[config.mk]
export PLATFORM = sky130hd
export DESIGN_NAME = weight_fetch_sequencer
export DESIGN_NICKNAME = d
export VERILOG_FILES = /design/src/rtl/nn_pkg.sv /design/src/rtl/tag_delay_line.sv /design/src/rtl/weight_fetch_sequencer.sv
export SDC_FILE = /design/constraint.sdc
export NUM_CORES = 1
export LEC_CHECK = 0
export BUFFER_PORTS_ARGS = -buffer_cell sky130_fd_sc_hd__buf_2
export CAP_MARGIN = 20
export CORE_MARGIN = 4
export CORE_UTILIZATION = 40
export DETAILED_ROUTE_END_ITERATION = 10
export PLACE_DENSITY = 0.71
export SYNTH_ARGS = -nofsm -noshare
export SYNTH_HDL_FRONTEND = slang
export SYNTH_SLANG_ARGS = --single-unit
[constraint.sdc]
create_clock -name clk -period 2.9 [get_ports clk]
set_clock_uncertainty 0.15 [all_clocks]
set_input_delay 0.435 -clock clk [delete_from_list [all_inputs] [get_ports clk]]
set_output_delay 0.435 -clock clk [all_outputs]
set_load 0.1 [all_outputs]
[src/rtl/nn_pkg.sv]
// ============================================================================
// nn_pkg: shared widths, sequencer state encoding and weight address helper
// Rev 1.0
// ============================================================================
`default_nettype none

package nn_pkg;

  typedef enum logic [1:0] {
    ST_IDLE   = 2'd0,
    ST_ISSUE  = 2'd1,
    ST_DRAIN  = 2'd2,
    ST_FINISH = 2'd3
  } fetch_state_e;

  localparam int ADDR_CALC_W = 64;

  // Index widths never collapse to zero bits, even for single-entry ranges.
  function automatic int idx_width(input int n);
    return (n > 1) ? $clog2(n) : 1;
  endfunction

  function automatic int layer_width(input int n_layers);
    return idx_width(n_layers);
  endfunction

  function automatic int unit_sel_width(input int n_units);
    return idx_width(n_units);
  endfunction

  function automatic int slot_width(input int wpu);
    return idx_width(wpu + 1);
  endfunction

  function automatic logic [ADDR_CALC_W-1:0] weight_addr(
    input logic [ADDR_CALC_W-1:0] base,
    input logic [ADDR_CALC_W-1:0] stride,
    input logic [ADDR_CALC_W-1:0] layer_idx,
    input logic [ADDR_CALC_W-1:0] unit_idx,
    input logic [ADDR_CALC_W-1:0] unit_words,
    input logic [ADDR_CALC_W-1:0] slot_idx
  );
    return base + layer_idx * stride + unit_idx * unit_words + slot_idx;
  endfunction

endpackage

`default_nettype wire

[src/rtl/tag_delay_line.sv]
// ============================================================================
// tag_delay_line: DEPTH-stage shift register of {valid, unit, slot} tags
// Rev 1.0
// ============================================================================
`default_nettype none

module tag_delay_line #(
  parameter int DEPTH  = 2,
  parameter int UNIT_W = 3,
  parameter int SLOT_W = 4
) (
  input  logic              clk,
  input  logic              reset,
  input  logic              in_valid,
  input  logic [UNIT_W-1:0] in_unit,
  input  logic [SLOT_W-1:0] in_slot,
  output logic              out_valid,
  output logic [UNIT_W-1:0] out_unit,
  output logic [SLOT_W-1:0] out_slot,
  output logic              early_valid
);

  logic [DEPTH-1:0]  valid_q, valid_d;
  logic [UNIT_W-1:0] unit_q [DEPTH];
  logic [UNIT_W-1:0] unit_d [DEPTH];
  logic [SLOT_W-1:0] slot_q [DEPTH];
  logic [SLOT_W-1:0] slot_d [DEPTH];

  // Invalid stages carry zero tags so the write-side outputs idle at 0.
  always_comb begin
    valid_d    = '0;
    valid_d[0] = in_valid;
    unit_d[0]  = in_valid ? in_unit : '0;
    slot_d[0]  = in_valid ? in_slot : '0;
    for (int i = 1; i < DEPTH; i++) begin
      valid_d[i] = valid_q[i-1];
      unit_d[i]  = unit_q[i-1];
      slot_d[i]  = slot_q[i-1];
    end
  end

  always_ff @(posedge clk or negedge reset) begin
    if (!reset) begin
      valid_q <= '0;
      for (int i = 0; i < DEPTH; i++) begin
        unit_q[i] <= '0;
        slot_q[i] <= '0;
      end
    end else begin
      valid_q <= valid_d;
      unit_q  <= unit_d;
      slot_q  <= slot_d;
    end
  end

  assign out_valid = valid_q[DEPTH-1];
  assign out_unit  = unit_q[DEPTH-1];
  assign out_slot  = slot_q[DEPTH-1];

  generate
    if (DEPTH > 1) begin : g_early
      assign early_valid = |valid_q[DEPTH-2:0];
    end else begin : g_no_early
      assign early_valid = 1'b0;
    end
  endgenerate

endmodule

`default_nettype wire

[src/rtl/weight_fetch_sequencer.sv]
// ============================================================================
// weight_fetch_sequencer: streams one layer's weights from RAM into the units;
// define WEIGHT_FETCH_BIAS_EN to fetch an extra bias word per unit. Rev 1.0
// ============================================================================
`default_nettype none

module weight_fetch_sequencer
  import nn_pkg::*;
#(
  parameter int ADDR_W           = 32,
  parameter int DATA_W           = 16,
  parameter int N_UNITS          = 8,
  parameter int WEIGHTS_PER_UNIT = 8,
  parameter int N_LAYERS         = 4,
  parameter int LAYER_BASE       = 0,
  parameter int LAYER_STRIDE     = 64,
  parameter int RD_LATENCY       = 2
) (
  input  logic                                          clk,
  input  logic                                          reset,
  input  logic                                          start,
  input  logic [layer_width(N_LAYERS)-1:0]              layer,
  input  logic                                          hold,
  output logic [ADDR_W-1:0]                             RAM_address,
  output logic                                          ram_rd_en,
  input  logic [DATA_W-1:0]                             ram_rd_data,
  output logic [unit_sel_width(N_UNITS)-1:0]            unit_sel,
  output logic [slot_width(WEIGHTS_PER_UNIT)-1:0]       unit_address,
  output logic [DATA_W-1:0]                             unit_data,
  output logic                                          write,
  output logic                                          sum_trigger,
  output logic                                          busy,
  output logic                                          done,
  output logic                                          err
);

  localparam int LAYER_W = layer_width(N_LAYERS);
  localparam int UNIT_W  = unit_sel_width(N_UNITS);
  localparam int SLOT_W  = slot_width(WEIGHTS_PER_UNIT);
`ifdef WEIGHT_FETCH_BIAS_EN
  localparam int UNIT_WORDS = WEIGHTS_PER_UNIT + 1;
`else
  localparam int UNIT_WORDS = WEIGHTS_PER_UNIT;
`endif
  localparam logic [UNIT_W-1:0] LAST_UNIT = UNIT_W'(N_UNITS - 1);
  localparam logic [SLOT_W-1:0] LAST_SLOT = SLOT_W'(UNIT_WORDS - 1);

  fetch_state_e       state_q, state_d;
  logic [LAYER_W-1:0] layer_q, layer_d;
  logic [UNIT_W-1:0]  unit_q, unit_d;
  logic [SLOT_W-1:0]  slot_q, slot_d;
  logic               busy_q, busy_d;
  logic               done_q, done_d;
  logic               err_q, err_d;

  logic               issue_fire;
  logic               tag_valid;
  logic [UNIT_W-1:0]  tag_unit;
  logic [SLOT_W-1:0]  tag_slot;
  logic               tag_early_valid;
  logic [ADDR_W-1:0]  addr_calc;

  assign issue_fire = (state_q == ST_ISSUE) && !hold;

  always_comb begin
    state_d = state_q;
    layer_d = layer_q;
    unit_d  = unit_q;
    slot_d  = slot_q;
    busy_d  = busy_q;
    done_d  = 1'b0;
    err_d   = 1'b0;
    case (state_q)
      ST_IDLE: begin
        if (start) begin
          if (32'(layer) < N_LAYERS) begin
            state_d = ST_ISSUE;
            layer_d = layer;
            unit_d  = '0;
            slot_d  = '0;
            busy_d  = 1'b1;
          end else begin
            err_d = 1'b1;
          end
        end
      end
      ST_ISSUE: begin
        if (issue_fire) begin
          if (unit_q == LAST_UNIT && slot_q == LAST_SLOT) begin
            state_d = ST_DRAIN;
          end else if (slot_q == LAST_SLOT) begin
            slot_d = '0;
            unit_d = unit_q + UNIT_W'(1);
          end else begin
            slot_d = slot_q + SLOT_W'(1);
          end
        end
      end
      // Only the final stage may still hold a tag: it retires this cycle.
      ST_DRAIN: begin
        if (!tag_early_valid) begin
          state_d = ST_FINISH;
          done_d  = 1'b1;
        end
      end
      ST_FINISH: begin
        state_d = ST_IDLE;
        busy_d  = 1'b0;
      end
      default: begin
        state_d = ST_IDLE;
        busy_d  = 1'b0;
      end
    endcase
  end

  always_ff @(posedge clk or negedge reset) begin
    if (!reset) begin
      state_q <= ST_IDLE;
      layer_q <= '0;
      unit_q  <= '0;
      slot_q  <= '0;
      busy_q  <= 1'b0;
      done_q  <= 1'b0;
      err_q   <= 1'b0;
    end else begin
      state_q <= state_d;
      layer_q <= layer_d;
      unit_q  <= unit_d;
      slot_q  <= slot_d;
      busy_q  <= busy_d;
      done_q  <= done_d;
      err_q   <= err_d;
    end
  end

  assign addr_calc = ADDR_W'(weight_addr(ADDR_CALC_W'(LAYER_BASE), ADDR_CALC_W'(LAYER_STRIDE),
                                         ADDR_CALC_W'(layer_q), ADDR_CALC_W'(unit_q),
                                         ADDR_CALC_W'(UNIT_WORDS), ADDR_CALC_W'(slot_q)));

  assign ram_rd_en   = issue_fire;
  assign RAM_address = issue_fire ? addr_calc : '0;

  tag_delay_line #(
    .DEPTH  (RD_LATENCY),
    .UNIT_W (UNIT_W),
    .SLOT_W (SLOT_W)
  ) u_tag_delay_line (
    .clk         (clk),
    .reset       (reset),
    .in_valid    (issue_fire),
    .in_unit     (unit_q),
    .in_slot     (slot_q),
    .out_valid   (tag_valid),
    .out_unit    (tag_unit),
    .out_slot    (tag_slot),
    .early_valid (tag_early_valid)
  );

  assign write        = tag_valid;
  assign unit_sel     = tag_unit;
  assign unit_address = tag_slot;
  assign unit_data    = tag_valid ? ram_rd_data : '0;

  assign sum_trigger = done_q;
  assign done        = done_q;
  assign busy        = busy_q;
  assign err         = err_q;

endmodule

`default_nettype wire

Word-level counts from Yosys, hierarchy flattened
Index checks and enable logic that the tools add are counted.
- bits in registers: 29
- bits of input ports: 22
- output and inout port bits: 61
- word-level logic and storage cells: 60
- add/subtract/negate cells: 4
- equal/unequal tests: 11
- mux-type cells: 23
- reductions and logical operators: 11
- operator list (kind ; count):
    2-to-1 mux 4 bit ; 5
    2-to-1 mux 16 bit ; 1
    2-to-1 mux 3 bit ; 5
    adder 9 x 4 -> 10 bit ; 1
    2-to-1 mux 10 bit ; 1
    adder 8 x 6 -> 9 bit ; 1
    2-to-1 mux 2 bit ; 4
    != test 2 bit (second input constant) ; 4
    one-hot mux 2 bit (4 select lines) ; 1
    one-hot mux 4 bit (2 select lines) ; 1
    AND reduction 4 bit ; 2
    one-hot mux 3 bit (2 select lines) ; 1
    AND reduction 5 bit ; 1
    adder 4 x 1 -> 4 bit (second input constant) ; 1
    == test 2 bit (second input constant) ; 2
    == test 4 x 3 -> 1 bit (second input constant) ; 1
    != test 2 x 1 -> 1 bit (second input constant) ; 2
    AND reduction 2 bit ; 2
    nonzero test 2 bit ; 2
    adder 3 x 1 -> 3 bit (second input constant) ; 1
    == test 3 bit (second input constant) ; 1
    2-to-1 mux 1 bit ; 3
    == test 2 x 1 -> 1 bit (second input constant) ; 1
    logical AND 1 bit ; 2
    3 further kinds ; 3

Logic depth before layout (Yosys ltp)
- word-level depth: 5
- depth in mapped cells: 7

By module
Synthesis repeated with hierarchy kept, for this count alone.
- cells, all modules: 166
- area total of the unflattened synthesis: 1686.6 µm²
- modules (own cells, without submodules) (module ; times used ; cells each ; area each (µm²)):
    weight_fetch_sequencer ; 1 ; 143 ; 1242.4
    tag_delay_line ; 1 ; 23 ; 444.2

Least setup slack after synthesis
Ideal clock, no wire load.
- path type: register to output
- from: reg state_q[1]
- to: out RAM_address[8]
- arrival: 2972 ps
- data required time: 2315 ps
- setup slack: -657 ps
- cell stages (with the launch flop): 7
- buffers on the path: 0
- cell sequence: dfrtp_1 inv_1 ha_1 nand2b_1 inv_1 nand2_1 nor2_1
- cells in the longest elaborated chain, start to end: 3
- ends and longest elaborated chain (element ; RTL line ; RTL):
    start: declaration ; weight_fetch_sequencer.sv:48 ; fetch_state_e state_q, state_d;
    start signal: assignment ; weight_fetch_sequencer.sv:127 ; state_q <= state_d;
    == test 2 x 1 -> 1 bit ; weight_fetch_sequencer.sv:63 ; assign issue_fire = (state_q == ST_ISSUE) && !hold;
    logical AND 1 bit ; weight_fetch_sequencer.sv:63 ;
    named net ram_rd_en ; weight_fetch_sequencer.sv:25 ; output logic ram_rd_en,
    2-to-1 mux 10 bit ; weight_fetch_sequencer.sv:142 ; assign RAM_address = issue_fire ? addr_calc : '0;
    end: declaration ; weight_fetch_sequencer.sv:24 ; output logic [ADDR_W-1:0] RAM_address,
The timed path passes the listed nets, and every way through them passes these cells.

Worst setup path in the final report
- from: reg state_q[1]
- to: out RAM_address[8]
- cells in the longest elaborated chain, start to end: 3
- ends and longest elaborated chain (element ; RTL line):
    == test 2 x 1 -> 1 bit ; weight_fetch_sequencer.sv:63
    logical AND 1 bit ; weight_fetch_sequencer.sv:63
    2-to-1 mux 10 bit ; weight_fetch_sequencer.sv:142
Every way passes these cells.

==> impl_metrics.tcl <==
set metrics [dict create \
    p_leak_uw 0.00111 \
    path_buf_inv 3 \
    final_cells 271 \
    path_class "register to output port" \
    synth_ff_type "dfrtp_1" \
    rows 23 \
    grt_pass1_wl_mm 5.35 \
    crit_required_ps 2320 \
    cp-end-kind "output port" \
    cts.sinks 29 \
    fillers 387 \
    ir_drop_v 0.000480 \
    synth_edf_count 0 \
    final.min_clock_period_ps 2590 \
    cts_hold_buf 0 \
    grt.total_usage 0.132 \
    port_buffers 58 \
    cts_tree "built" \
    routed_wl_mm 3.43 \
    num_antenna_cells 0 \
    post-place-ws_ps 609 \
    timing.rr.start "state_q[1]$_DFFE_PN0P_" \
    worst_slack_ps 311 \
    avgSynthCellArea_um2 10.2 \
    postCtsSetupRepairBufs 0 \
    clock_latency_ps 280 \
    grt_max_degree 30 \
    cts_max_level 2 \
    avgRoutedWirePerCell_um 12.6 \
    outcome "completed" \
    setup_viol 0 \
    synthMostInstantiatedCell "dfrtp_1" \
    initialDrtViolationCount 43 \
    post_cts_resized 0 \
    die_w_um 72.6 \
    synth_adder_area_share 0.0676 \
    multi_input_area_um2 772 \
    synth_xor_area_frac 0.0158 \
    yosys_warnings 0 \
    place.gp.congestion 0.853 \
    path_delay_family "buffers and inverters" \
    dp_hpwl_mm 2.68 \
    reg2reg_depth 6 \
    synthMuxAreaShare 0.0225 \
    crit_path_frequent_cell "inv_1" \
    period_share 0.893 \
    max_slew_margin 0.587 \
    root_buffer "clkbuf_8" \
    regArea_um2 726 \
    yosysSeqAreaShare 0.435 \
    p_per_area_nw_per_um2 1080 \
    r2r_setup_slack_ps 770 \
    cp_slowest_stage_delay_ps 430 \
    core_um2 4030 \
    critPathMaxFanout 10 \
    yosys.area_share.simple 0.205 \
    synth_top_area_share 0.435 \
    synth_area_leaders "dfrtp_1 44%, buf_4 13%, and2_1 9.0%, ha_1 6.8%, nand3_1 2.7%" \
    cap_violations 0 \
    vias 1281 \
    placed_cells 263 \
    nNetsFinal 251 \
    finalSetupTns_ps 0 \
    final-hold-violation-count 0 \
    ys_seq_elements 29 \
    antenna_found_initial 0 \
    overflow 0 \
    cp_cell_sequence "inv_1, ha_1, nand2b_1, inv_1, nand2_1, nor2_4, buf_2" \
    syn_to_final_growth_pct 18.9 \
    worst_pin_slew_ps 620 \
    num_io_pins 83 \
    netlist_area_um2 1670 \
    start_kind "register" \
    path_clk_slew_ps 70 \
    worstReg2RegEnd "slot_q[2]$_DFFE_PN0P_" \
    yosys-top-cells-count "29 x dfrtp_1, 28 x buf_4, 24 x and2_1, 9 x ha_1, 9 x nand3_1" \
    syn_inst 163 \
    clock_path_buffers 2 \
    start_util 0.414 \
    cp.arrival_ps 2000 \
    crit_path_top_delay_cell "buf_2" \
    postSynth.asyncResetShare 1.00 \
    yosysTopAreaCell "dfrtp_1" \
    fmax_mhz 386 \
    grt_pass1_vias 1127 \
    drive_above_1_share 0.353 \
    die-area_um2 5260 \
    dr.pass1.iters 4 \
    hold_class "primary input to async pin" \
    cts_made_buffers 5 \
    drv_slew 0 \
    die_y_um 72.6 \
    vias_per_cell 4.73 \
    synth_top_family_by_area "simple AND/OR/NAND/NOR gates" \
    post_synth_num_cell_types 37 \
    drc 0 \
    rsz0062_at_grt "no" \
    synth_compound_area_frac 0.0923 \
    drtAntennaViolNets 0 \
]
## per-layer routing
layer | share of wire | track usage | up-vias
met5 | 0 | 0 | -
met4 | 0.0073 | 0.0389 | 0
met3 | 0.12 | 0.0471 | 2
met2 | 0.48 | 0.219 | 69
met1 | 0.40 | 0.159 | 593
li1 | - | - | 617
## kinds of logic after synthesis
family          count (synthesis)
xor+xnor                        3
simple gates                   58
flops                          29
mux                             3
buf+inv                        40
fa+ha+maj                       9
compound gates                 20
other cells                     1
## placed cells by master, fill, tap and decap left out, types with 3 or more instances in the layout
master    count
buf_4         3
ha_1          9
buf_2        58
clkbuf_8      5
dfrtp_1      29
o211ai_1      3
conb_1       24
o221ai_1      3
nand2_1       6
and2_1       22
inv_1         6
o31ai_1       6
nand3_1       9
and2_2        3
nor2_1        5
## power breakdown
| group | total (µW) | leakage, µW | switching, µW | internal, µW |
|---|---|---|---|---|
| clock network | 325 | 0.0000439 | 160 | 165 |
| registers | 601 | 0.000391 | 106 | 495 |
| logic | 1220 | 0.000678 | 954 | 261 |
| total | 2140 | 0.00111 | 1220 | 921 |
## state kept, by name, summed over array words and instances (netlist names)
name,cells
slot_q,4
u_tag_delay_line.out_slot,4
u_tag_delay_line.slot_d,4
u_tag_delay_line.out_unit,3
u_tag_delay_line.unit_d,3
unit_q,3
layer_q,2
state_q,2
u_tag_delay_line.valid_q,2
busy,1
done,1
## stage by stage
step | utilization | area [µm²] | hold WS (ps) | total power [µW]
final | 0.492 | 1980 | 10.4 | 2140
after global routing | 0.492 | 1980 | 71.5 | 2260
after CTS | 0.492 | 1980 | 47.3 | 2150
after detailed placement | 0.470 | 1900 | 185 | 1830
after global placement | 0.470 | 1900 | 183 | 1820
after floorplan | - | 1760 | -10.6 | 1660
## final cells by class
class | count | area share
Clock buffer | 5 | 0.0347
Clock inverter | 3 | 0.00884
Inverter | 6 | 0.0114
Multi-Input combinational cell | 117 | 0.390
Sequential cell | 29 | 0.366
Tap cell | 50 | 0.0316
Timing Repair Buffer | 61 | 0.158
## how the worst max path moves through the flow
stage | start | end | slack, ps | cells past startpoint
floorplan | state_q[1]$_DFFE_PN0P_ | RAM_address[8] | 20 | 6
detailed placement | state_q[1]$_DFFE_PN0P_ | RAM_address[8] | 610 | 7
global placement | state_q[1]$_DFFE_PN0P_ | RAM_address[8] | 670 | 7
global route | state_q[1]$_DFFE_PN0P_ | RAM_address[8] | 160 | 7
finish | state_q[1]$_DFFE_PN0P_ | RAM_address[8] | 310 | 7
CTS | state_q[1]$_DFFE_PN0P_ | RAM_address[8] | 300 | 7
No activity file was read; power rests on OpenSTA's default activity.
